--- src/rtl/intpol2_d4_pkg.sv ---
// Shared types for the 4-phase quadratic interpolator: sequencer states and
// the squared-term generator step codes used by the datapath.
package intpol2_D4_pkg;

  typedef enum logic [1:0] {
    ST_IDLE = 2'd0,
    ST_STEP = 2'd1,
    ST_HOLD = 2'd2
  } state_t;

  localparam logic [1:0] SEL_ZERO = 2'b00;
  localparam logic [1:0] SEL_X2   = 2'b01;
  localparam logic [1:0] SEL_4X2  = 2'b10;
  localparam logic [1:0] SEL_SUM  = 2'b11;

  localparam logic [1:0] PHASE_LAST = 2'd3;

  // Each phase drives exactly one generator step; the codes are ordered so
  // phase n selects step n.
  function automatic logic [1:0] sel_for_phase(input logic [1:0] ph);
    logic [1:0] s;
    s = SEL_ZERO;
    case (ph)
      2'd0:    s = SEL_ZERO;
      2'd1:    s = SEL_X2;
      2'd2:    s = SEL_4X2;
      default: s = SEL_SUM;
    endcase
    return s;
  endfunction

endpackage

--- src/rtl/intpol2_d4_seq.sv ---
// Sequencer for 4x quadratic interpolation: one sample in, 4 outputs (STEP+HOLD each, 8 cycles/sample).
// Backpressure: out_ready=0 freezes HOLD with all outputs stable; in_ready only rises in IDLE or the last handshake.
module intpol2_d4_seq #(
  parameter int CNT_WIDTH = 16
) (
  input  logic                 clk,
  input  logic                 rstn,
  input  logic                 clear,
  input  logic                 in_valid,
  output logic                 in_ready,
  output logic                 coef_load,
  output logic                 en_xi2,
  output logic [1:0]           sel_xi2,
  output logic [1:0]           phase,
  output logic                 out_valid,
  input  logic                 out_ready,
  output logic                 out_last,
  output logic [CNT_WIDTH-1:0] sample_cnt
);
  import intpol2_D4_pkg::*;

  localparam logic [CNT_WIDTH-1:0] CNT_ONE = {{(CNT_WIDTH-1){1'b0}}, 1'b1};

  state_t     state, state_nxt;
  logic [1:0] phase_nxt;

  always_ff @(posedge clk or negedge rstn) begin
    if (!rstn) begin
      state      <= ST_IDLE;
      phase      <= 2'd0;
      sample_cnt <= '0;
    end else begin
      state <= state_nxt;
      phase <= phase_nxt;
      if (clear)
        sample_cnt <= '0;
      else if (coef_load)
        sample_cnt <= sample_cnt + CNT_ONE;
    end
  end

  always_comb begin
    state_nxt = state;
    phase_nxt = phase;
    in_ready  = 1'b0;
    en_xi2    = 1'b0;
    sel_xi2   = SEL_ZERO;
    out_valid = 1'b0;
    out_last  = 1'b0;
    case (state)
      ST_IDLE: begin
        in_ready = 1'b1;
        if (in_valid) begin
          state_nxt = ST_STEP;
          phase_nxt = 2'd0;
        end
      end
      ST_STEP: begin
        en_xi2    = 1'b1;
        sel_xi2   = sel_for_phase(phase);
        state_nxt = ST_HOLD;
      end
      ST_HOLD: begin
        out_valid = 1'b1;
        out_last  = (phase == PHASE_LAST);
        if (out_ready) begin
          if (phase != PHASE_LAST) begin
            state_nxt = ST_STEP;
            phase_nxt = phase + 2'd1;
          end else begin
            // Last output handshake doubles as the next sample's acceptance slot.
            in_ready  = 1'b1;
            phase_nxt = 2'd0;
            state_nxt = in_valid ? ST_STEP : ST_IDLE;
          end
        end
      end
      default: begin
        state_nxt = ST_IDLE;
        phase_nxt = 2'd0;
      end
    endcase
    if (clear) begin
      state_nxt = ST_IDLE;
      phase_nxt = 2'd0;
    end
  end

  assign coef_load = in_valid & in_ready & ~clear;

endmodule

--- config.mk ---
export PLATFORM = sky130hd
export DESIGN_NAME = intpol2_d4_seq
export DESIGN_NICKNAME = d
export VERILOG_FILES = /design/src/rtl/intpol2_d4_pkg.sv /design/src/rtl/intpol2_d4_seq.sv
export SDC_FILE = /design/constraint.sdc
export NUM_CORES = 1
export LEC_CHECK = 0
export BUFFER_PORTS_ARGS = -buffer_cell sky130_fd_sc_hd__buf_2
export CORE_ASPECT_RATIO = 0.5
export CORE_UTILIZATION = 30
export CTS_CLUSTER_DIAMETER = 150
export DETAILED_ROUTE_END_ITERATION = 10
export GPL_ROUTABILITY_DRIVEN = 0
export PLACE_DENSITY = 0.58
export SYNTH_ARGS = -nofsm -noshare
export SYNTH_HDL_FRONTEND = slang
export SYNTH_SLANG_ARGS = --single-unit
--- constraint.sdc ---
create_clock -name clk -period 1.8 [get_ports clk]
set_input_delay 0.36 -clock clk [delete_from_list [all_inputs] [get_ports clk]]
set_output_delay 0.36 -clock clk [all_outputs]
set_load 0.01 [all_outputs]
==> results of run 1 <==
[worst max-delay path, delay by kind of cell (launching register included)]
kind            cells  cell delay [ns]
fa+ha+maj           1             0.21
compound gates      1             0.22
buf+inv             1             0.13
simple gates        2             0.26
flops               1             0.39
[metrics by stage]
stage               std cells  setup TNS [ns]  hold slack [ns]  instance area, um^2
global route              208         -0.0785           0.0690                 1480
CTS                       206         -0.0198           0.0524                 1430
finish                    208         -0.0264           0.0358                 1480
global placement          200               0            0.338                 1360
floorplan                 119               0           0.0644                 1140
detailed placement        200               0            0.339                 1360
[state kept, by name, summed over array words and instances (netlist names)]
signal and count:
sample_cnt 16, state 2, phase 2
[path summary, 6_finish.rpt]
check	startpoint	to	slack [ns]	cells past startpoint
worst max register to register	phase[1]	sample_cnt[8]	0.09	7
worst max-delay path	phase[1]	coef_load	-0.03	5
min in group clk	in_valid	state[0]	0.43	3
worst min register to register	sample_cnt[15]	sample_cnt[15]	0.55	2
max in group asynchronous	rstn	sample_cnt[6]	1.45	1
worst min-delay path	rstn	state[0]	0.04	1
[logic make-up (layout without fill, tap and decap cells)]
family	after synthesis	count (layout)	share of synthesized area, %
adders and majority gates	5	5	5.49
xor gates and xnor gates	7	7	5.38
and+or+nand+nor	51	51	26.0
muxes	3	3	2.75
buffers and inverters	11	49	4.29
AOI/OAI and AO/OA	22	22	12.1
DFF	20	20	44.0
[where the power goes]
part / switching [W] / internal [W]
clock network: 0.000148 / 0.000195
logic: 0.0000657 / 0.0000534
registers: 0.0000110 / 0.000458
[timing repair]
item | CTS | global route
hold endpoints to repair | 0 | 0
buffers inserted | 2 | 2
gates resized for setup | 2 | 8
pin swaps | 1 | 2
endpoints found under the setup margin | 2 | 6
[cell type report]
type                            instances  area share [%]
Clock buffer                            4            3.72
Inverter                                8            2.03
Multi-Input combinational cell         88            41.8
Sequential cell                        20            33.8
Tap cell                               51            4.31
Timing Repair Buffer                   37            14.3
[layer usage]
metal  vias to the layer above  GRT usage (%)
met3                         2           3.62
met2                        14           20.2
met4                         0           2.86
met5                         -              0
li1                        504              -
met1                       469           19.4
[layout by cell type (no fill, tap or decap), drive strengths merged, types with 2 or more instances in the layout]
master / instances
nand4: 3
nand3: 5
a21oi: 10
or3: 3
buf: 37
mux2i: 2
nor2: 16
xor2: 4
o31ai: 5
o21ai: 3
clkbuf: 4
nand2: 4
or4: 6
dfrtp: 20
nand2b: 2
nor3: 2
ha: 5
and4: 2
inv: 8
xnor2: 3
nor2b: 2
==> out/metrics.yaml, run 1 <==
global_route:
  track_usage_pct: 13.4
  grt_pass1_vias: 858
  antenna_found_initial: 0
  grt_pass1_wl_um: 4080
  grt_max_degree: 23
  overflow: 0
yosys:
  yosysWarnings: 0
  syn_area_mm2: 0.00114
  ys_ff_latch: 20
  ys_seq_area_share_pct: 44.0
  synth-edff-count: 0
  syn_inst: 119
  yosys-top-cells-area: "dfrtp_1 44%, ha_1 5.5%, nor2_1 5.3%"
  synth_top_area_cell: "dfrtp_1"
  synth_top_area_share_pct: 44.0
  avgSynthCellArea_um2: 9.57
  yosysMostFrequentCell: "dfrtp_1"
  synth_ff_type: "dfrtp_1"
  synth.distinct_cells: 37
  synth_common_cells: "20 x dfrtp_1, 16 x nor2_1, 10 x a21oi_1"
  async_flop_share_pct: 100
  syn_nets: 129
place:
  pre_cts_slack_ns: 0.0998
  portBuffers: 29
  dpl.hpwl_um: 1780
job:
  maxCapViolations: 0
power:
  ir_drop_v: 0.000187
  post-layout-total-power_w: 0.000931
  pwr_density_cell_mw_per_mm2: 630
  leakagePower_nw: 0.714
clock_network:
  cts_made_buffers: 3
  clk_latency_ns: 0.26
  path_clk_slew_ns: 0.08
  cts_tree: "built"
  cts_sinks: 20
  root_buffer: "clkbuf_8"
  ctsHtreeMaxLevel: 1
  postCtsHoldBufs: 0
  clock_path_buffers: 2
min_path:
  min_path_type: "in -> async"
die:
  chipHeight_um: 45.6
  rows: 15
  coreArea_mm2: 0.00353
  pin_count: 30
  start_util_pct: 32.3
  fp.dieW_um: 89.1
  die-area_mm2: 0.00406
route:
  first_pass_iters: 4
  ant_nets: 0
  wl_met1_um: 1350
  dr_wl_met3_um: 89
  top_layer: "met4"
  viasPerCell: 4.75
  vias: 989
  wl_per_cell_um: 12.1
  drc: 0
  wl_um: 2510
  dr_wl_met2_um: 1060
  drtIter0Drc: 56
sta:
  layout_setup_ws_ns: -0.0264
  timing.final.crit_share_pct: 101
  period_minus_slack_ns: 1.83
  hold_viol_final: 0
  fmax_ghz: 0.548
  slew_headroom_pct: 70.2
  rsz0062_at_grt: "true"
  setup_violations: 1
  drv_slew: 0
  tightest_slew_ns: 0.447
  worst_clock_skew_ns: 0.00760
layout:
  num_antenna_cells: 0
  multi_input_area_um2: 618
  nets: 168
  area_growth_pct: 29.9
  fin_util_pct: 41.9
  drive_gt1_share_pct: 35.0
  nFillCells: 370
  register_area_um2: 500
setup_path:
  required_ns: 1.44
  slowest_delay_ns: 0.39
  startpoint_type: "flop"
  critPathMaxFanout: 4
  cp_cell_sequence: "ha_2 -> a21bo_2 -> and2_4 -> nor2b_4 -> buf_6"
  critical_path_class: "reg -> out"
  worst_setup_path_end_kind: "output port"
  slowest_stage: "dfrtp_1"
  cp.arrival_ns: 1.47
status:
  outcome: "finished, violations left"
  violations: "setup timing"
(Power assumes the default switching activity.)
==> run 2, diff against run 1 <==
--- a/config.mk
+++ b/config.mk
@@ -6,12 +6,10 @@
 export NUM_CORES = 1
 export LEC_CHECK = 0
 export BUFFER_PORTS_ARGS = -buffer_cell sky130_fd_sc_hd__buf_2
-export CORE_ASPECT_RATIO = 0.5
-export CORE_UTILIZATION = 30
-export CTS_CLUSTER_DIAMETER = 150
+export CORE_UTILIZATION = 46
 export DETAILED_ROUTE_END_ITERATION = 10
 export GPL_ROUTABILITY_DRIVEN = 0
-export PLACE_DENSITY = 0.58
+export PLACE_DENSITY = 0.82
 export SYNTH_ARGS = -nofsm -noshare
 export SYNTH_HDL_FRONTEND = slang
 export SYNTH_SLANG_ARGS = --single-unit
==> constraint.sdc (replaced) <==
create_clock -name clk -period 1.5 [get_ports clk]
set_input_delay 0.3 -clock clk [delete_from_list [all_inputs] [get_ports clk]]
set_output_delay 0.3 -clock clk [all_outputs]
set_load 0.01 [all_outputs]
==> out/metrics.yaml, run 2 (same netlist as run 1, synthesis figures left out) <==
power:
  leakagePower_nw: 0.901
  ir_drop_v: 0.000568
  pwr_density_cell_mw_per_mm2: 637
global_route:
  grt_pass1_vias: 1165
  grt_max_degree: 21
  overflow: 0
  grt_pass1_wl_um: 5260
  track_usage_pct: 27.0
  antenna_found_initial: 0
route:
  first_pass_iters: 4
  vias: 1293
  wl_um: 4280
  wl_per_cell_um: 19.7
  viasPerCell: 5.96
  drtIter0Drc: 58
  drc: 0
  ant_nets: 0
sta:
  layout_setup_ws_ns: -0.343
  tightest_slew_ns: 0.541
  hold_viol_final: 0
  drv_slew: 0
  setup_violations: 21
  worst_clock_skew_ns: 0.00528
  rsz0062_at_grt: "true"
  slew_headroom_pct: 63.0
  period_minus_slack_ns: 1.84
  fmax_ghz: 0.543
  timing.final.crit_share_pct: 123
die:
  pin_count: 30
  coreArea_mm2: 0.00228
  chipHeight_um: 51.8
  rows: 17
  die-area_mm2: 0.00268
  fp.dieW_um: 51.8
  start_util_pct: 50.0
clock_network:
  ctsHtreeMaxLevel: 1
  cts_made_buffers: 3
  path_clk_slew_ns: 0.12
  cts_sinks: 20
  root_buffer: "clkbuf_4"
  cts_tree: "built"
  clk_latency_ns: 0.31
  clock_path_buffers: 2
layout:
  nets: 200
  nFillCells: 108
  num_antenna_cells: 0
  layout_commonest_cell: "buf_2"
  drive_gt1_share_pct: 64.0
  largest_reg_flops: 16
  reg_top3: "sample_cnt (16), phase (2), state (2)"
  layout_common_cells: "27 x buf_2, 26 x buf_4, 15 x dfrtp_1"
  top_register: "sample_cnt"
  fin_cells: 217
  area_growth_pct: 72.1
  fin_area_mm2: 0.00196
place:
  post-place-cells: 198
  portBuffers: 29
  placed_area_mm2: 0.00152
  dpl.hpwl_um: 2220
  pre_cts_slack_ns: -0.0820
setup_path:
  startpoint_type: "flop"
  worst_setup_path_end_kind: "output port"
  critical_path_class: "reg -> out"
  required_ns: 1.20
  critPathMaxFanout: 3
  cp.arrival_ns: 1.54
job:
  maxCapViolations: 0
min_path:
  min_path_type: "in -> reg"
status:
  outcome: "finished, violations left"
  violations: "setup timing"
## run 2: final cells by class
class                           count  area, um^2  share of cell area (%)
Clock buffer                        3        22.5                    1.15
Inverter                            8        35.0                    1.79
Clock inverter                      1        30.0                    1.53
Sequential cell                    20         507                    25.9
Tap cell                           28        35.0                    1.79
Timing Repair Buffer               69         518                    26.4
Multi-Input combinational cell     88         812                    41.4
## run 2: final timing paths
check	from	end	slack [ns]	depth (start not counted)
worst max-delay path	phase[1]	coef_load	-0.34	5
worst min-delay path	clear	sample_cnt[5]	0.29	2
worst max register to register	phase[1]	sample_cnt[14]	-0.33	8
worst min register to register	state[0]	state[0]	0.59	1
max in group asynchronous	rstn	state[0]	0.71	2
min in group asynchronous	rstn	sample_cnt[9]	0.44	2
## run 2: power by group
part	switching (W)	internal, W	leakage [nW]
Clock	0.000184	0.000270	0.0279
Combinational	0.000115	0.000115	0.604
Sequential	0.0000127	0.000551	0.269
Total	0.000311	0.000936	0.901
## run 2: per-layer routing
| layer | track usage [%] | wire length [um] | vias to the layer above | share of wire [%] |
|---|---|---|---|---|
| met5 | 0 | 0 | - | 0 |
| li1 | - | - | 567 | - |
| met3 | 4.97 | 251 | 15 | 5.9 |
| met2 | 50.4 | 2260 | 67 | 53 |
| met1 | 30.4 | 1650 | 644 | 39 |
| met4 | 9.01 | 126 | 0 | 2.9 |
## run 2: repair_timing
action	CTS	global route
gates resized for setup	20	47
endpoints found under the setup margin	12	20
cloned	0	0
hold buffers	1	0
hold endpoints to repair	20	0
setup buffers	6	13
pin swaps	16	22
## run 2: worst max-delay path, stage by stage (launching register included)
cell     delay, ns
dfrtp_2       0.45
ha_4          0.17
a21bo_4       0.21
and2_4        0.13
nor2b_1       0.12
buf_2         0.14
## run 2: through the flow
step           total power, W  hold slack [ns]  TNS [ns]  util, %
2_1_floorplan        0.000646          0.00441   -0.0895        -
3_3_place_gp         0.000721            0.263  -0.00493     66.7
3_5_place_dp         0.000725            0.272    -0.264     66.7
4_1_cts               0.00120            0.312     -1.96     75.2
5_1_grt               0.00128            0.307     -4.68     86.1
6_report              0.00125            0.293     -3.95     86.1
